--- src/rtl/clk_switch_ctrl_pkg.sv ---
// Shared types and constants for the clock-switch select sequencer.
// Optional feature macro: CLK_SWITCH_CTRL_DWELL_EN (adds the post-switch DWELL hold).
package clk_switch_ctrl_pkg;

   // Sequencer states; StDwell is only reachable when the dwell hold is built in.
   typedef enum logic [1:0] {
      StIdle   = 2'd0,
      StSettle = 2'd1,
      StDwell  = 2'd2
   } clksw_state_t;

   // Encoding of the select line driven to the glitch-free switch.
   localparam logic CLKSW_SRC0 = 1'b0;
   localparam logic CLKSW_SRC1 = 1'b1;

   // Larger of two cycle counts, used to size the shared settle/dwell counter.
   function automatic int unsigned clksw_max(input int unsigned a, input int unsigned b);
      return (a > b) ? a : b;
   endfunction

endpackage

--- src/rtl/clk_switch_prio_arb.sv ---
// Combinational fixed-priority arbiter: the lowest set request index wins.
// Optional feature macro: none (used unchanged with or without CLK_SWITCH_CTRL_DWELL_EN).
module clk_switch_prio_arb #(
   parameter int unsigned NREQ = 2
) (
   input  logic [NREQ-1:0] req_i,
   output logic [NREQ-1:0] gnt_o,
   output logic            found_o
);

   // Scan from index 0 upward and stop granting after the first hit.
   always_comb begin
      logic hit;
      hit   = 1'b0;
      gnt_o = '0;
      for (int i = 0; i < int'(NREQ); i++) begin
         if (req_i[i] && !hit) begin
            gnt_o[i] = 1'b1;
            hit      = 1'b1;
         end
      end
      found_o = hit;
   end

endmodule

--- src/rtl/clk_switch_ctrl.sv ---
// Clock-source change sequencer: arbitrates requests, moves select, waits a settle
// window, then acknowledges the winner.
// Optional feature macro: CLK_SWITCH_CTRL_DWELL_EN adds a DWELL hold after each switch
// so select cannot toggle faster than the downstream switch can hand over.
module clk_switch_ctrl
   import clk_switch_ctrl_pkg::*;
#(
   parameter int unsigned NREQ          = 2,
   parameter int unsigned SETTLE_CYCLES = 16,
   parameter int unsigned DWELL_CYCLES  = 32,
   parameter logic        RESET_SEL     = CLKSW_SRC0
) (
   input  logic            clk_i,
   input  logic            rst_ni,
   input  logic [NREQ-1:0] req_valid_i,
   input  logic [NREQ-1:0] req_sel_i,
   output logic [NREQ-1:0] ack_o,
   output logic            select_o,
   output logic            busy_o
);

   localparam int unsigned CntMax = clksw_max(SETTLE_CYCLES, DWELL_CYCLES);
   localparam int unsigned CntW   = $clog2(CntMax + 1);
   localparam int unsigned IdxW   = (NREQ > 1) ? $clog2(NREQ) : 1;

   localparam logic [CntW-1:0] SettleLoad = CntW'(SETTLE_CYCLES - 1);
`ifdef CLK_SWITCH_CTRL_DWELL_EN
   localparam logic [CntW-1:0] DwellLoad  = CntW'(DWELL_CYCLES - 1);
`endif

   clksw_state_t    state_q;
   logic [CntW-1:0] cnt_q;
   logic [IdxW-1:0] grant_q;
   logic [NREQ-1:0] ack_q;
   logic            select_q;
   logic            busy_q;

   logic [NREQ-1:0] eligible;
   logic [NREQ-1:0] gnt;
   logic            found;
   logic [IdxW-1:0] gnt_idx;
   logic            win_sel;

   // A requester seeing its own ack this cycle is masked so it is not served twice.
   assign eligible = req_valid_i & ~ack_q;

   clk_switch_prio_arb #(
      .NREQ(NREQ)
   ) u_arb (
      .req_i  (eligible),
      .gnt_o  (gnt),
      .found_o(found)
   );

   // Encode the one-hot grant and pick out the winner's requested source.
   always_comb begin
      gnt_idx = '0;
      for (int i = 0; i < int'(NREQ); i++) begin
         if (gnt[i]) begin
            gnt_idx = IdxW'(i);
         end
      end
      win_sel = |(gnt & req_sel_i);
   end

   // Sequencer FSM with counter and all output registers.
   always_ff @(posedge clk_i or negedge rst_ni) begin
      if (!rst_ni) begin
         state_q  <= StIdle;
         cnt_q    <= '0;
         grant_q  <= '0;
         ack_q    <= '0;
         select_q <= RESET_SEL;
         busy_q   <= 1'b0;
      end else begin
         ack_q <= '0;
         unique case (state_q)
            StIdle: begin
               if (found) begin
                  if (win_sel == select_q) begin
                     // Already on the requested source: acknowledge without switching.
                     ack_q <= gnt;
                  end else begin
                     select_q <= win_sel;
                     cnt_q    <= SettleLoad;
                     grant_q  <= gnt_idx;
                     state_q  <= StSettle;
                     busy_q   <= 1'b1;
                  end
               end
            end
            StSettle: begin
               if (cnt_q != '0) begin
                  cnt_q <= cnt_q - CntW'(1);
               end else begin
                  // An abandoned request still completes the switch but gets no ack.
                  if (req_valid_i[grant_q]) begin
                     ack_q[grant_q] <= 1'b1;
                  end
`ifdef CLK_SWITCH_CTRL_DWELL_EN
                  cnt_q   <= DwellLoad;
                  state_q <= StDwell;
`else
                  state_q <= StIdle;
                  busy_q  <= 1'b0;
`endif
               end
            end
            StDwell: begin
`ifdef CLK_SWITCH_CTRL_DWELL_EN
               if (cnt_q != '0) begin
                  cnt_q <= cnt_q - CntW'(1);
               end else begin
                  state_q <= StIdle;
                  busy_q  <= 1'b0;
               end
`else
               state_q <= StIdle;
               busy_q  <= 1'b0;
`endif
            end
            default: begin
               state_q <= StIdle;
               busy_q  <= 1'b0;
            end
         endcase
      end
   end

   assign ack_o    = ack_q;
   assign select_o = select_q;
   assign busy_o   = busy_q;

endmodule

--- config.mk ---
export PLATFORM = sky130hd
export DESIGN_NAME = clk_switch_ctrl
export DESIGN_NICKNAME = d
export VERILOG_FILES = /design/src/rtl/clk_switch_ctrl_pkg.sv /design/src/rtl/clk_switch_prio_arb.sv /design/src/rtl/clk_switch_ctrl.sv
export SDC_FILE = /design/constraint.sdc
export NUM_CORES = 1
export LEC_CHECK = 0
export CAP_MARGIN = 15
export CORE_MARGIN = 2
export CORE_UTILIZATION = 45
export CTS_CLUSTER_SIZE = 24
export DETAILED_ROUTE_END_ITERATION = 10
export PLACE_DENSITY = 0.76
export SYNTH_ARGS = -nofsm -noshare
export SYNTH_HDL_FRONTEND = slang
export SYNTH_SLANG_ARGS = --single-unit
--- constraint.sdc ---
create_clock -name clk_i -period 1.5 [get_ports clk_i]
set_clock_uncertainty 0.1 [all_clocks]
set_input_delay 0.3 -clock clk_i [delete_from_list [all_inputs] [get_ports clk_i]]
set_output_delay 0.3 -clock clk_i [all_outputs]
set_load 0.005 [all_outputs]
# --- Word-level counts from Yosys, hierarchy flattened ---
# Cells that the tools add are included.
# Widths: inputs -> output; s select.
op_classes:
  n_addsub: 1
  n_lt_le_gt_ge: 2
  eq_ne: 6
  n_mux: 25
  bitwise_logic: 4
  reduce_logical: 10
op_table:
  columns: ["operator", "count"]
  rows:
  - ["$mux 6", 3]
  - ["$mux 2", 7]
  - ["$pmux 6 s2", 1]
  - ["$mux 1", 10]
  - ["$ne 2x2->1 const B", 4]
  - ["$pmux 2 s2", 2]
  - ["$reduce_and 3->1", 2]
  - ["$reduce_bool 6->1", 1]
  - ["$sub 6x1->6 const B", 1]
  - ["$and 2x2->2", 2]
  - ["$reduce_and 4->1", 1]
  - ["$eq 2x1->1 const B", 1]
  - ["$logic_and 1x1->1", 2]
  - ["$logic_not 2->1", 1]
  - ["$lt 1x2->1 const B", 1]
  - ["$not 2->2", 1]
  - ["$pmux 1 s2", 1]
  - ["$reduce_bool 2->1", 1]
  - ["$reduce_or 2->1", 1]
  - ["$demux 1 s1", 1]
  - ["$eq 1x1->1", 1]
  - ["$ge 1x1->1 const B", 1]
  - ["$logic_not 1->1", 1]
  - ["$not 1->1", 1]
totals:
  ff_bits: 13
  inputBits: 6
  out_inout_bits: 4

# --- Depth between registers and ports, before layout ---
# Gate-level depths: netlist (run 1).
logic_depth:
  depth_word: 12
  depth_mapped: 6
  mapped_depth_nobuf: 6

# --- Cells and area by module ---
# A second synthesis (run 1) with hierarchy kept.
unflattened:
  hier_cells: 61
  hier_area_um2: 624.3
modules_own_cells:
  columns: ["module", "instances", "cells_each", "area_each_um2", "seq_area_each_um2"]
  rows:
  - ["clk_switch_ctrl", 1, 58, 604.3, 275.3]
  - ["clk_switch_prio_arb", 1, 3, 20.0, 0.0]

# --- Worst setup path before layout (run 1) ---
# No wires, ideal clock.
synth_timing:
  path_kind: "flip-flop to flip-flop"
  startpoint: "register cnt_q[0]"
  endpoint: "register cnt_q[0]"
  setup_ps: 125
  arrival_time_ps: 1339
  required_time_ps: 1275
  setup_slack_ps: -64
  path_stages_with_launch: 7
  path_buffers: 0
  path_cell_list: "dfrtp_1 -> inv_1 -> ha_1 -> nand2_1 -> o31ai_2 -> nand2_2 -> mux2_2"
synth_between:
  elab_chain_len: 3
  word_cells_on_any_way: 6
  classes_between: "add/sub (1); eq/ne (1); mux (2); reduce/logical (2)"
synth_lines:
  columns: ["item", "line_no", "text"]
  rows:
  - ["from (decl)", "clk_switch_ctrl.sv:32", "logic [CntW-1:0] cnt_q;"]
  - ["from (signal assigned)", "clk_switch_ctrl.sv:85", "cnt_q <= SettleLoad;"]
  - ["from (signal assigned)", "clk_switch_ctrl.sv:94", "cnt_q <= cnt_q - CntW'(1);"]
  - ["$sub 6x1->6 / $reduce_bool 6->1 (equally long branches)", "clk_switch_ctrl.sv:94, clk_switch_ctrl.sv:93", null]
  - ["$mux 6 / $ne 2x2->1 (equally long branches)", null, null]
  - ["$pmux 6 s2 / $reduce_and 4->1 (equally long branches)", null, null]
# Parallel ways exist; a longest one is shown, timed or not. The select of a mux whose other input is x is not followed.
# A chain may end at the register's enable or synchronous reset.

==> results.txt, run 1 <==
----------------------------------------------------
[Logic synthesis]
  Adder-Cell Fraction of Synth Area ... 0.0198
  Number of flops mapped to enable cells by yosys ... 0
  Summed instance area of the synthesized netlist ... 631 um2
  Post-synth top flop ... dfrtp_1
  Total number of yosys warnings ... 0
  Top post-synthesis cells by area ... dfrtp_1 (44%), nand3_1 (3.2%), nor3b_4 (3.0%)
  Largest family of logic cells by synthesized area ... compound AO/OA/AOI/OAI gates
  #FFs+latches synth ... 11
  Mean post-synth cell area ... 10.3 um2
  Share of the synthesized area in the top cell type ... 0.437
  Netlist cell types ... 37
  Library cell with the largest summed area after synthesis ... dfrtp_1
  Area fraction in compound gates after synthesis ... 0.242
  Post-Synthesis Cells ... 61
  Post-Synth XOR/XNOR Area ... 0.0278
  Syn_nets ... 68
  Sequential cell area fraction in the yosys report ... 0.437
  Synth Area in Simple Gates ... 0.218
  Share of cell area taken by muxes after synthesis ... 0.0179
  Share of flip-flops with an asynchronous set or reset ... 1.00

[Layout]
  Share of final-layout standard cells stronger than drive strength 1 ... 0.500
  Filler cell count ... 96
  Area of the multi-input gates ... 399 um2
  Commonest cells after routing, fill and taps aside ... buf_4 (19), dfrtp_1 (9), dlygate4sd2_1 (6)
  Number of nets in the layout ... 100
  Layout overhead on the synthesized area ... 54.4%
  Most frequent standard cell in the layout excluding fill and tap cells ... buf_4
  ANT cells ... 0
  Sequential cell area ... 278 um2
  Post-route core utilization ... 0.748

[CTS]
  CTS tree ... yes
  Clock latency of the later-clocked register in the worst-skew pair ... 0.29 ns
  Clock edge transition at the registers on the reported setup and hold paths ... 0.08 ns
  Inserted Clock Buffers ... 3
  Number of buffers between clock root and the deepest sink ... 2
  Htree depth ... 1
  Clk sinks ... 11
  Hold-fix buffers at CTS ... 0
  CTS root buf ... clkbuf_4

[Outcome]
  Outcome ... finished with violations
  Violations in the final reports ... negative setup slack

[STA]
  Setup tns final ... -0.0132 ns
  Max-slew violation total from the final report ... 0
  Worst relative slew slack ... 0.814
  Hold Violations, Final ... 0
  RSZ-0062 raised after global routing ... true
  Part of the cycle the worst path needs ... 1.01
  Final min period ... 1.51 ns
  Number of endpoints failing setup at the final stage ... 2
  Actual transition at the worst max-transition pin ... 0.279 ns
  Highest attainable clock frequency ... 663 MHz
  Minimum setup slack in the final design ... -0.00888 ns

[Worst setup path]
  Kind of critical path ... register to register
  Series of cell instances along the critical path ... buf_6, nor2_2, nand3_2, a32oi_2, a31oi_1, a32o_1
  R2r worst-path depth ... 6
  Highest cell delay on the worst timing path ... 0.44 ns
  Depth of the critical timing path with buffers and inverters included ... 6
  Arrival @ worst endpoint ... 1.58 ns
  Critical-path cell with the highest stage delay ... dfrtp_2
  Worst-path fanout max ... 4
  Data required, critical path ... 1.57 ns
  Cell family contributing the most delay on the critical path ... compound AO/OA/AOI/OAI gates
  Bufs and invs on worst path ... 1
  Startpoint type of the worst setup path ... register
  Kind of end point of the critical path ... register

[Die]
  Num ports ... 10
  Number of cell rows ... 13
  Core ar. ... 1300 um2
  Effective utilization at floorplan ... 0.485
  Die Span X ... 41.4 um
  Die Y ... 41.4 um
  Floorplan die area ... 1720 um2

[Global route]
  Global routing usage on met2 ... 0.353
  Initial antenna violation count ... 0
  First-pass GRT wire length ... 2640 um
  Met1 track demand over resource ... 0.238
  Maximum number of pins on one net before global-route repair ... 12
  Total track usage ... 0.210
  Global-route congestion overflow total ... 0
  Via count of the first global-routing pass ... 577
  Routing usage on met3 ... 0.0304
  Routing layer with the top usage in global route ... met2

[Detailed routing]
  Number of optimization iterations in the first detailed-route pass ... 4
  Count of antenna-violating nets left after detailed routing ... 0
  Vias after detailed routing ... 607
  Detail-routed net length per standard cell ... 14.5 um
  Via density ... 5.67
  Final Routed Wirelength ... 1560 um
  Number of remaining DRC errors ... 0
  DRT iter0 DRCs ... 15

[Power]
  Maximum resistive drop on vdd ... 1050 uV
  Ratio of total power to cell area ... 1670 nW/um2
  Static leakage ... 0.447 nW
  Power consumption ... 1.62 mW

[Placement]
  Final HPWL from detailed placement ... 1040 um
  Final estimated routing congestion in global placement ... 0.786
  Buffers added on ports ... 9

[Min path]
  Type of the most critical hold path ... input port to async pin

[Flow run]
  Max-Cap Viols ... 0

----------------------------------------------------
## sequential cells by signal, indices dropped and copies added, names as in the netlist
signal and cells:
grant_q 1, cnt_q 6, select_o 1, ack_o 2, busy_o 1
## metrics by stage
| step | cell area (um2) | setup slack, ns | std cells | hold slack [ns] |
|---|---|---|---|---|
| final | 973 | -0.00888 | 107 | 0.194 |
| after detailed placement | 865 | -0.417 | 99 | 0.417 |
| after floorplan | 644 | 0.0235 | 61 | -0.0956 |
| after global routing | 973 | -0.0997 | 107 | 0.230 |
| after CTS | 958 | -0.0125 | 107 | 0.205 |
| after global placement | 865 | -0.406 | 99 | 0.414 |
## cells by family after synthesis
logic type               count (synthesis)
buffers and inverters                    6
adder cells (fa/ha/maj)                  1
flip-flops                              11
AND/OR/NAND/NOR                         21
XOR/XNOR                                 2
multiplexers                             1
AO/OA/AOI/OAI                           19
## cells in the mapped netlist, drive strengths merged (2+ instances only)
master	n
a32o	2
o21ai	3
o31ai	2
a21oi	2
nand2	2
inv	4
dfrtp	11
nand3	4
nor2	4
nand2b	2
nor3	3
## report_power, final
part / internal (mW) / total, mW / switching [mW]
sequential: 0.407 / 0.514 / 0.107
clock: 0.103 / 0.217 / 0.114
combinational: 0.499 / 0.890 / 0.391
## repair_timing
action | in CTS | in global routing
buffers inserted | 4 | 0
setup endpoints to repair | 10 | 7
resized for setup | 20 | 3
pin swaps | 3 | 1
## final cells by class
type,instances,share of cell area
Multi-Input combinational cell,44,0.410
Sequential cell,11,0.285
Timing Repair Buffer,29,0.243
Clock buffer,4,0.0270
Tap cell,15,0.0193
Inverter,4,0.0154
## layer usage
metal | vias to the layer above | wire length (um) | share of wire
li1 | 292 | - | -
met1 | 293 | 633 | 0.41
met2 | 17 | 797 | 0.51
met3 | 5 | 71 | 0.046
met4 | 0 | 53 | 0.034
met5 | - | 0 | 0
## path summary, 6_finish.rpt
check	from	end	slack, ns
min in group clk_i	req_valid_i[1]	ack_o[1]	0.40
setup reg to reg	busy_o	cnt_q[4]	-0.009
hold reg to reg	grant_q	ack_o[1]	0.44
setup / recovery	busy_o	cnt_q[4]	-0.009
max in group asynchronous	rst_ni	select_o	0.93
hold / removal	rst_ni	cnt_q[1]	0.19
(Power assumes the default switching activity.)
==> run 2: changes to the inputs <==
--- a/config.mk
+++ b/config.mk
@@ -5,8 +5,8 @@
 export SDC_FILE = /design/constraint.sdc
 export NUM_CORES = 1
 export LEC_CHECK = 0
+export ABC_CLOCK_PERIOD_IN_PS = 1500
 export CAP_MARGIN = 15
-export CORE_MARGIN = 2
 export CORE_UTILIZATION = 45
 export CTS_CLUSTER_SIZE = 24
 export DETAILED_ROUTE_END_ITERATION = 10
==> run 2 against run 1 <==
Compared with the run above: the run still ends with negative setup slack left; sequential share of layout area down 0.073 points; sequential power about the same; via count down 0.16%; register-to-register slack worse by 0.02 ns; critical path depth down 1; routed wire length down 4.1%; hold slack better by 0.011 ns; global-route usage up 2.0 points; first-iteration DRC count down 27%; combinational power up 2%; non-clock buffer count up 1; critical endpoint unchanged; largest power group unchanged.
==> results.txt, run 2 (synthesis results as in run 1) <==
----------------------------------------------------
[Worst setup path]
  Critical-path cell with the highest stage delay ... dfrtp_2
  Highest cell delay on the worst timing path ... 0.44 ns (about the same)
  Arrival @ worst endpoint ... 1.60 ns (+0.02 ns)
  Worst-path fanout max ... 4 (unchanged)
  Series of cell instances along the critical path ... nor3b_4, nand2b_2, a32oi_2, a31oi_1, a32o_1
  Startpoint of the worst register-to-register path ... busy_o
  R2R Setup Slk ... -0.03 ns (-0.02 ns)
  Cell family contributing the most delay on the critical path ... compound AO/OA/AOI/OAI gates
  Data required, critical path ... 1.57 ns (about the same)
  Startpoint type of the worst setup path ... register
  Kind of critical path ... register to register
  Bufs and invs on worst path ... 0 (-1)
  Kind of end point of the critical path ... register
  Critical path startpoint ... busy_o

[Detailed routing]
  Number of optimization iterations in the first detailed-route pass ... 4 (unchanged)
  Count of antenna-violating nets left after detailed routing ... 0 (unchanged)
  Vias after detailed routing ... 606 (-0.16%)
  DRT iter0 DRCs ... 11 (-4)
  Number of remaining DRC errors ... 0 (unchanged)
  Via density ... 5.61 (-1.1%)
  Final Routed Wirelength ... 1490 um (-4.1%)
  Detail-routed net length per standard cell ... 13.8 um (-5.0%)

[Layout]
  Register with the most flip-flops ... cnt_q
  Post-route core utilization ... 0.750 (+0.00192)
  Max FFs per register ... 6 (unchanged)
  Fin area ... 976 um2 (+0.26%)
  Most frequent standard cell in the layout excluding fill and tap cells ... buf_4
  ANT cells ... 0 (unchanged)
  Commonest cells after routing, fill and taps aside ... buf_4 (20), dfrtp_1 (9), dlygate4sd2_1 (7)
  Layout overhead on the synthesized area ... 54.8%
  Number of nets in the layout ... 101 (+1.0%)
  Share of final-layout standard cells stronger than drive strength 1 ... 0.495 (-0.00538)

[Global route]
  Maximum number of pins on one net before global-route repair ... 12 (unchanged)
  Total track usage ... 0.230 (+0.0203)
  Via count of the first global-routing pass ... 542 (-6.1%)
  Met1 track demand over resource ... 0.237 (-0.00100)
  Routing layer with the top usage in global route ... met2
  Global routing usage on met2 ... 0.414 (+0.0608)
  Routing usage on met3 ... 0.0568 (+0.0264)
  First-pass GRT wire length ... 2240 um (-15%)
  Global-route congestion overflow total ... 0 (unchanged)
  Initial antenna violation count ... 0 (unchanged)

[STA]
  Minimum setup slack in the final design ... -0.0308 ns (-0.0220 ns)
  Number of endpoints failing setup at the final stage ... 4 (+2)
  Setup tns final ... -0.0413 ns (-0.0281 ns)
  Actual transition at the worst max-transition pin ... 0.292 ns (+0.0134 ns)
  Final min period ... 1.53 ns (+0.0220 ns)
  Highest attainable clock frequency ... 653 MHz (-1.4%)
  Hold Violations, Final ... 0 (unchanged)
  Part of the cycle the worst path needs ... 1.02 (+0.0146)
  RSZ-0062 raised after global routing ... true
  Worst relative slew slack ... 0.805 (-0.00890)
  Max-slew violation total from the final report ... 0 (unchanged)

[Power]
  Sequential share of power ... 0.316 (about the same)
  Switching power ... 0.610 mW (-0.35%)
  Combinational share of power ... 0.558 (+0.009)
  Clock power share ... 0.127 (-0.007)
  Power consumption ... 1.63 mW (+0.32%)
  Internal power component ... 1.02 mW (+0.73%)
  Static leakage ... 0.451 nW (+0.89%)
  Ratio of total power to cell area ... 1670 nW/um2 (about the same)
  Sw Ratio ... 0.375 (-0.00253)
  Maximum resistive drop on vdd ... 988 uV (-5.6%)

[Placement]
  Placed Area ... 865 um2 (unchanged)
  Buffers added on ports ... 9 (unchanged)
  Final HPWL from detailed placement ... 1050 um (+1.1%)
  Final estimated routing congestion in global placement ... 0.733 (-6.7%)

[Outcome]
  Outcome ... finished with violations
  Violations in the final reports ... negative setup slack

[Die]
  Effective utilization at floorplan ... 0.485 (unchanged)
  Die Span X ... 39.4 um (-4.8%)
  Core ar. ... 1300 um2 (unchanged)
  Num ports ... 10 (unchanged)
  Die Y ... 39.4 um (-4.8%)
  Floorplan die area ... 1560 um2 (-9.4%)
  Number of cell rows ... 13 (unchanged)

[CTS]
  CTS root buf ... clkbuf_4
  CTS tree ... yes
  Htree depth ... 1 (unchanged)
  Clock edge transition at the registers on the reported setup and hold paths ... 0.07 ns (about the same)
  Clock latency of the later-clocked register in the worst-skew pair ... 0.28 ns (about the same)
  Inserted Clock Buffers ... 3 (unchanged)
  Number of buffers between clock root and the deepest sink ... 2 (unchanged)
  Clk sinks ... 11 (unchanged)

[Min path]
  Type of the most critical hold path ... input port to async pin

[Flow run]
  Max-Cap Viols ... 0 (unchanged)

----------------------------------------------------
run 2: area by class of cell:
cell class / count / area (um2)
inverter: 4 / 15.0
timing repair buffer: 30 / 243
sequential: 11 / 278
clock buffer: 4 / 26.3
fill: 88 / 325
tap: 15 / 18.8
multi-input combinational: 44 / 395
run 2: worst register-to-register path, stage by stage (launching register included):
cell and delay, ns:
dfrtp_2 0.44, nor3b_4 0.27, nand2b_2 0.12, a32oi_2 0.22, a31oi_1 0.07, a32o_1 0.21
run 2: metrics by stage:
stage	hold slack, ns	setup slack, ns	std cells
after global placement	0.413	-0.404	99
after CTS	0.208	-0.00696	108
after detailed placement	0.418	-0.441	99
after floorplan	-0.0956	0.0235	61
after global routing	0.243	-0.102	108
final	0.206	-0.0308	108
run 2: layer usage:
metal	part of all wire	routed length (um)
met5	0	0
met3	0.054	80
met2	0.51	755
met4	0.027	41
met1	0.41	613
run 2: power groups by stage:
stage	registers [mW]	logic, mW	clock network [mW]
after detailed placement	0.518	0.734	0
final	0.513	0.907	0.206
after global placement	0.512	0.712	0
after floorplan	0.474	0.429	0
after global routing	0.526	0.985	0.223
after CTS	0.498	0.892	0.212
run 2: final timing paths:
kind	end	cells past startpoint
worst max-delay path	cnt_q[4]	5
worst min-delay path	ack_o[1]	2
worst max register to register	cnt_q[4]	5
worst min register to register	ack_o[1]	2
max in group asynchronous	busy_o	2
min in group clk_i	ack_o[1]	4
run 2: repair_timing:
action,CTS,global route
hold buffers,0,0
buffers inserted,5,0
setup endpoints to repair,10,5
gates resized for setup,21,2
cloned,0,0
pin swaps,6,0
